**config.mk**
```make
export PLATFORM = sky130hd
export DESIGN_NAME = pulse_gated_accumulator_flat
export DESIGN_NICKNAME = d
export VERILOG_FILES = /design/src/rtl/pulse_acc_pkg.sv /design/src/rtl/pulse_gated_accumulator_if.sv /design/src/rtl/result_fifo2.sv /design/src/rtl/pulse_gated_accumulator.sv /design/src/flat_wrapper.sv
export SDC_FILE = /design/constraint.sdc
export NUM_CORES = 1
export LEC_CHECK = 0
export ABC_AREA = 1
export BUFFER_PORTS_ARGS = -buffer_cell sky130_fd_sc_hd__buf_2
export CORE_ASPECT_RATIO = 0.6
export CORE_MARGIN = 2
export CORE_UTILIZATION = 35
export DETAILED_ROUTE_END_ITERATION = 10
export HOLD_SLACK_MARGIN = 0.12
export PLACE_DENSITY = 0.52
export SLEW_MARGIN = 40
export SYNTH_ARGS = -nofsm -noshare
export SYNTH_HDL_FRONTEND = slang
export SYNTH_SLANG_ARGS = --single-unit
```
**constraint.sdc**
```tcl
create_clock -name clk -period 2.1 [get_ports clk]
set_input_delay 0.21 -clock clk [delete_from_list [all_inputs] [get_ports clk]]
set_output_delay 0.21 -clock clk [all_outputs]
set_load 0.01 [all_outputs]
```
**src/rtl/pulse_acc_pkg.sv**
```systemverilog
// rtl/pulse_acc_pkg.sv - shared types and width helpers for the pulse-gated accumulator
package pulse_acc_pkg;

    localparam int DEF_DATA_WIDTH = 14;
    localparam int DEF_CNT_WIDTH  = 16;
    localparam int DEF_IDX_WIDTH  = 16;

    function automatic int sum_width(input int data_width, input int cnt_width);
        return data_width + cnt_width;
    endfunction

    localparam int DEF_SUM_WIDTH = sum_width(DEF_DATA_WIDTH, DEF_CNT_WIDTH);

    typedef enum logic {
        IDLE  = 1'b0,
        ACCUM = 1'b1
    } state_t;

    typedef struct packed {
        logic signed [DEF_SUM_WIDTH-1:0] sum;
        logic [DEF_CNT_WIDTH-1:0]        count;
        logic [DEF_IDX_WIDTH-1:0]        index;
        logic                            sat;
    } result_t;

endpackage

```
**src/rtl/pulse_gated_accumulator_if.sv**
```systemverilog
// rtl/pulse_gated_accumulator_if.sv - result record stream between accumulator and readout
interface pulse_gated_accumulator_if #(
    parameter int SUM_WIDTH = 30,
    parameter int CNT_WIDTH = 16,
    parameter int IDX_WIDTH = 16
);
    logic                        m_valid;
    logic                        m_ready;
    logic signed [SUM_WIDTH-1:0] m_sum;
    logic [CNT_WIDTH-1:0]        m_count;
    logic [IDX_WIDTH-1:0]        m_index;
    logic                        m_sat;

    modport master (
        output m_valid, m_sum, m_count, m_index, m_sat,
        input  m_ready
    );

    modport slave (
        input  m_valid, m_sum, m_count, m_index, m_sat,
        output m_ready
    );
endinterface

```
**src/rtl/result_fifo2.sv**
```systemverilog
// rtl/result_fifo2.sv - two-entry registered FIFO; head entry drives the output stream
module result_fifo2
    import pulse_acc_pkg::*;
#(
    parameter type T = result_t
) (
    input  logic clk,
    input  logic aresetn,
    input  logic push,
    input  T     push_data,
    output logic full,
    output logic out_valid,
    input  logic out_ready,
    output T     out_data
);

    T           mem_q [2];
    T           mem_d [2];
    logic       wr_q, wr_d;
    logic       rd_q, rd_d;
    logic [1:0] cnt_q, cnt_d;
    logic       pop;
    logic       wr_en;

    assign out_valid = (cnt_q != 2'd0);
    assign full      = (cnt_q == 2'd2);
    assign out_data  = mem_q[rd_q];

    // A full FIFO still takes a push when the head leaves in the same cycle.
    assign pop   = out_valid & out_ready;
    assign wr_en = push & (!full | pop);

    always_comb begin
        mem_d = mem_q;
        wr_d  = wr_q;
        rd_d  = rd_q;
        cnt_d = cnt_q;
        if (wr_en) begin
            mem_d[wr_q] = push_data;
            wr_d        = ~wr_q;
        end
        if (pop) begin
            rd_d = ~rd_q;
        end
        case ({wr_en, pop})
            2'b10:   cnt_d = cnt_q + 2'd1;
            2'b01:   cnt_d = cnt_q - 2'd1;
            default: cnt_d = cnt_q;
        endcase
    end

    always_ff @(posedge clk or negedge aresetn) begin
        if (!aresetn) begin
            mem_q <= '{default: '0};
            wr_q  <= 1'b0;
            rd_q  <= 1'b0;
            cnt_q <= 2'd0;
        end else begin
            mem_q <= mem_d;
            wr_q  <= wr_d;
            rd_q  <= rd_d;
            cnt_q <= cnt_d;
        end
    end

endmodule

```
**src/rtl/pulse_gated_accumulator.sv**
```systemverilog
// rtl/pulse_gated_accumulator.sv - sums signed ADC samples over each pulse window and
// emits one {sum, count, index, sat} record per pulse through a 2-entry buffer
module pulse_gated_accumulator
    import pulse_acc_pkg::*;
#(
    parameter int DATA_WIDTH = 14,
    parameter int CNT_WIDTH  = 16,
    parameter int IDX_WIDTH  = 16,
    parameter int SUM_WIDTH  = sum_width(DATA_WIDTH, CNT_WIDTH)
) (
    input  logic                         clk,
    input  logic                         aresetn,
    input  logic                         pulse,
    input  logic signed [DATA_WIDTH-1:0] adc_data,
    input  logic                         clr,
    pulse_gated_accumulator_if.master    m,
    output logic                         overflow,
    output logic [15:0]                  drop_count
);

    typedef struct packed {
        logic signed [SUM_WIDTH-1:0] sum;
        logic [CNT_WIDTH-1:0]        count;
        logic [IDX_WIDTH-1:0]        index;
        logic                        sat;
    } rec_t;

    localparam logic [CNT_WIDTH-1:0] CNT_MAX = '1;

    state_t                      state_q, state_d;
    logic                        pulse_d_q;
    logic signed [SUM_WIDTH-1:0] sum_q, sum_d;
    logic [CNT_WIDTH-1:0]        count_q, count_d;
    logic                        sat_q, sat_d;
    logic [IDX_WIDTH-1:0]        idx_q, idx_d;
    logic                        ovf_q, ovf_d;
    logic [15:0]                 drop_q, drop_d;

    logic                        push;
    logic                        drop;
    logic                        pop;
    logic                        full;
    logic                        out_valid;
    rec_t                        push_rec;
    rec_t                        out_rec;
    logic signed [SUM_WIDTH-1:0] sample_ext;

    assign sample_ext = {{(SUM_WIDTH-DATA_WIDTH){adc_data[DATA_WIDTH-1]}}, adc_data};

    always_comb begin
        state_d = state_q;
        sum_d   = sum_q;
        count_d = count_q;
        sat_d   = sat_q;
        push    = 1'b0;
        case (state_q)
            IDLE: begin
                if (pulse && !pulse_d_q) begin
                    sum_d   = sample_ext;
                    count_d = CNT_WIDTH'(1);
                    sat_d   = 1'b0;
                    state_d = ACCUM;
                end
            end
            ACCUM: begin
                // The falling-edge sample is not part of the window.
                if (!pulse) begin
                    push    = 1'b1;
                    state_d = IDLE;
                end else if (count_q == CNT_MAX) begin
                    sat_d = 1'b1;
                end else begin
                    sum_d   = sum_q + sample_ext;
                    count_d = count_q + CNT_WIDTH'(1);
                end
            end
            default: state_d = IDLE;
        endcase
    end

    assign push_rec = '{sum: sum_q, count: count_q, index: idx_q, sat: sat_q};
    assign pop      = out_valid & m.m_ready;
    assign drop     = push & full & !pop;

    always_comb begin
        idx_d  = idx_q;
        ovf_d  = ovf_q;
        drop_d = drop_q;
        if (clr) begin
            idx_d  = '0;
            ovf_d  = 1'b0;
            drop_d = 16'd0;
        end else begin
            if (push) begin
                idx_d = idx_q + IDX_WIDTH'(1);
            end
            if (drop) begin
                ovf_d = 1'b1;
                if (drop_q != 16'hFFFF) begin
                    drop_d = drop_q + 16'd1;
                end
            end
        end
    end

    // pulse_d resets high so a pulse already asserted at release is not a rising edge.
    always_ff @(posedge clk or negedge aresetn) begin
        if (!aresetn) begin
            state_q   <= IDLE;
            pulse_d_q <= 1'b1;
            sum_q     <= '0;
            count_q   <= '0;
            sat_q     <= 1'b0;
            idx_q     <= '0;
            ovf_q     <= 1'b0;
            drop_q    <= 16'd0;
        end else begin
            state_q   <= state_d;
            pulse_d_q <= pulse;
            sum_q     <= sum_d;
            count_q   <= count_d;
            sat_q     <= sat_d;
            idx_q     <= idx_d;
            ovf_q     <= ovf_d;
            drop_q    <= drop_d;
        end
    end

    result_fifo2 #(
        .T(rec_t)
    ) u_fifo (
        .clk      (clk),
        .aresetn  (aresetn),
        .push     (push),
        .push_data(push_rec),
        .full     (full),
        .out_valid(out_valid),
        .out_ready(m.m_ready),
        .out_data (out_rec)
    );

    assign m.m_valid  = out_valid;
    assign m.m_sum    = out_rec.sum;
    assign m.m_count  = out_rec.count;
    assign m.m_index  = out_rec.index;
    assign m.m_sat    = out_rec.sat;
    assign overflow   = ovf_q;
    assign drop_count = drop_q;

endmodule

```
**src/flat_wrapper.sv**
```systemverilog
// flat-port wrapper written by rule: the top's interface ports become plain ports
module pulse_gated_accumulator_flat import pulse_acc_pkg::*;
#(
    parameter int DATA_WIDTH = 14,
    parameter int CNT_WIDTH  = 16,
    parameter int IDX_WIDTH  = 16,
    parameter int SUM_WIDTH  = sum_width(DATA_WIDTH, CNT_WIDTH)
)
  (clk, aresetn, pulse, adc_data, clr, overflow, drop_count, m_m_valid, m_m_sum, m_m_count, m_m_index, m_m_sat, m_m_ready);
  pulse_gated_accumulator_if #(.SUM_WIDTH(SUM_WIDTH), .CNT_WIDTH(CNT_WIDTH), .IDX_WIDTH(IDX_WIDTH)) m_i ();
  input  logic clk;
  input  logic aresetn;
  input  logic pulse;
  input  logic signed [DATA_WIDTH-1:0] adc_data;
  input  logic clr;
  output logic overflow;
  output logic [15:0] drop_count;
  output wire logic [$bits(m_i.m_valid)-1:0] m_m_valid;
  output wire logic [$bits(m_i.m_sum)-1:0] m_m_sum;
  output wire logic [$bits(m_i.m_count)-1:0] m_m_count;
  output wire logic [$bits(m_i.m_index)-1:0] m_m_index;
  output wire logic [$bits(m_i.m_sat)-1:0] m_m_sat;
  input wire logic [$bits(m_i.m_ready)-1:0] m_m_ready;
  assign m_m_valid = m_i.m_valid;
  assign m_m_sum = m_i.m_sum;
  assign m_m_count = m_i.m_count;
  assign m_m_index = m_i.m_index;
  assign m_m_sat = m_i.m_sat;
  assign m_i.m_ready = m_m_ready;
  pulse_gated_accumulator #(.DATA_WIDTH(DATA_WIDTH), .CNT_WIDTH(CNT_WIDTH), .IDX_WIDTH(IDX_WIDTH), .SUM_WIDTH(SUM_WIDTH)) u_core (.clk(clk), .aresetn(aresetn), .pulse(pulse), .adc_data(adc_data), .clr(clr), .m(m_i), .overflow(overflow), .drop_count(drop_count));
endmodule
```
==> reports/results.ini <==
[pwr]
comb_power_share=0.370
seq_power_share=0.369
leakage_nw=7.282
peakVddDrop_mv=0.6224
p_sw_mw=5.794
p_sw_frac=0.3884
power_density_nw_per_um2=1044
p_int_mw=9.124
finalPower_mw=14.92
clkPwrFrac=0.261

[synthesis]
syn_nets=1643
avgSynthCellArea_um2=7.354
synth_edf_count=0
synth.ff_latch_count=212
synth-warning-count=0
synthAdderAreaFrac=0.03593
synth_top_area_share=0.4513
syn_inst=1591
synthTopCellsByCount=nand2_1 (587), dfrtp_1 (211), inv_1 (183)
yosysTopAreaCell=dfrtp_1
synth_top_family_by_area=simple AND/OR/NAND/NOR gates
yosysMostFrequentCell=nand2_1
synth_compound_area_frac=0.1250
yosys-top-cells-area=dfrtp_1 (45%), nand2_1 (19%), inv_1 (5.9%)
synth_top_flop_cell=dfrtp_1
syn-cell-area_um2=11700
synth-simple-area-share=0.2852
synthXorXnorAreaFrac=0.01871
synth_seq_area_share=0.4535
ys_async_sr_fraction=1.000
synth.area.mux_share=0
synth_cell_types=41

[worst_hold_path]
hold_class=in -> async

[drt]
wl_mm=33.61
routed_via_density=4.801
vias=10630
drtPass1Iterations=5
drc=0
ant_nets=0
wl_per_cell_um=15.18
drtIter0Drc=833

[cells_and_area]
fin_cells=2214
areaGrowthSynthToFinish_pct=22.10
drive_above_1_share=0.1616
diodes=0
final_area_um2=14290
fill_cells=3394
final_util=0.4373
layout.nets=1800

[global_route]
grt_max_degree=87
grt_use_total=0.1968
grt_antenna_before_repair=0
grt_pass1_wl_mm=55.32
overflow=0
grt_pass1_vias=10070

[worst_setup_path]
crit_end=u_core.sum_q[18]
r2r-end=u_core.sum_q[18]
critical_path_arrival_ns=2.42
path_class=reg -> reg
setup.worst_path.start=u_core.sum_q[6]
cp-end-kind=register
rrSetupSlack_ns=0.12
r2r_cells=9
cp.required_ns=2.54
cp_max_fo=4
reg2reg_from=u_core.sum_q[6]
cp-start-kind=register

[place]
port_buffers=99
hpwl_mm=24.22
preCtsSetupSlack_ns=-0.1152
place_congestion=0.9306
place_inst=2148
place_area_um2=13120

[clock_tree]
h-tree-depth=1
cts_tree=done
clock-sinks=212
clockRootBuffer=clkbuf_16
clk_pin_slew_ns=0.06
cts_buffers=23
clock_latency_ns=0.52
clk_path_buf_depth=3

[sta]
fin_ws_ns=0.1199
worst_pin_slew_ns=0.5252
finalSetupViolCount=0
tns_ns=0
holdWs_ns=0.2224
fmaxAchievable_ghz=0.5050
finalCritPeriodShare=0.9429
skew_ns=0.01322
slew_violations=0
hold_violations=0
min_period_ns=1.980
relSlewSlack=0.6499

[floorplan]
pin_count=100
start_util=0.3581
die_h_um=145.6
die_w_um=240.0
rows=51
core_um2=32670
die-area_um2=34960

[job]
cap_violations=0

[status]
status=completed

## cell type report
class / instances / area, um2 / area share
Inverter: 186 / 700.7 / 0.04905
Clock inverter: 10 / 70.07 / 0.004905
Tap cell: 450 / 563.0 / 0.03941
Multi-Input combinational cell: 1136 / 5672 / 0.3970
Sequential cell: 212 / 5308 / 0.3715
Timing Repair Buffer: 189 / 1348 / 0.09432
Clock buffer: 31 / 625.6 / 0.04379
## power groups by stage
stage	clock, mW	combinational [mW]	sequential [mW]
after CTS	4.00	5.37	5.50
final	3.89	5.52	5.51
after floorplan	0	3.32	5.41
after global placement	0	5.27	5.53
after detailed placement	0	5.31	5.55
after global routing	4.15	6.27	5.63
## logic make-up (layout without fill, tap and decap cells)
logic type,after synthesis,count (layout)
AND/OR/NAND/NOR,817,817
AO/OA/AOI/OAI,261,261
buffers and inverters,243,416
flip-flops,212,212
adder cells (fa/ha/maj),33,33
XOR/XNOR,25,25
## repair_timing
item | 4_1_cts | 5_1_grt
buffers inserted | 0 | 8
setup endpoints to repair | 11 | 38
pin swaps | 0 | 6
endpoints found under the hold margin | 238 | 0
hold buffers | 17 | 0
resized for setup | 5 | 50
gates cloned | 0 | 0
## flip-flops by register name, indices dropped and copies added, names as in the netlist
signal and flops:
u_core.u_fifo.mem_q 126, u_core.sum_q 30, u_core.count_q 16, u_core.drop_count 16, u_core.idx_q 16, u_core.u_fifo.cnt_q 2, u_core.overflow 1, u_core.pulse_d_q 1
u_core.sat_q 1, u_core.state_q 1, u_core.u_fifo.rd_q 1, u_core.u_fifo.wr_q 1
## worst min-delay path by stage
stage            start                      end
6_report       aresetn  u_core.u_fifo.mem_q[98]
5_1_grt        aresetn  u_core.u_fifo.mem_q[98]
4_1_cts        aresetn  u_core.u_fifo.mem_q[96]
3_5_place_dp   aresetn  u_core.u_fifo.mem_q[98]
3_3_place_gp   aresetn  u_core.u_fifo.mem_q[36]
2_1_floorplan  aresetn        u_core.count_q[0]
## critical path: stages (launching register included)
cell      delay [ns]
dfrtp_1         0.38
ha_2            0.39
nand2_1         0.14
nor2_4          0.19
nand3_2         0.13
nand3_2         0.15
nand3_1         0.17
nand3b_1        0.13
nand3_1         0.09
a21oi_1         0.15
## layer usage
metal | vias to the layer above | GRT usage | part of all wire | wire, um
met5 | - | 0 | 0 | 0
met4 | 0 | 0.03509 | 0.016 | 554
met3 | 36 | 0.03528 | 0.059 | 1985
met2 | 229 | 0.2632 | 0.38 | 12750
met1 | 4946 | 0.3244 | 0.55 | 18330
li1 | 5418 | - | - | -
## cell usage in the layout, fill, tap and decap left out, types with 16 or more instances in the layout
cell type      Yosys  final
a21oi_1           51     48
buf_2             16     98
buf_4              0     62
clkbuf_16          0     23
dfrtp_1          211    210
dlygate4sd3_1      0     17
ha_1              32     26
inv_1            183    183
nand2_1          587    572
nand2_2            2     16
nand3_1           79     71
nand4_1           20     20
nor2_1            83     75
nor3_1            23     23
o21ai_0           99     99
o21ai_1           60     60
xor2_1            18     18
No activity file was read; power rests on OpenSTA's default activity.
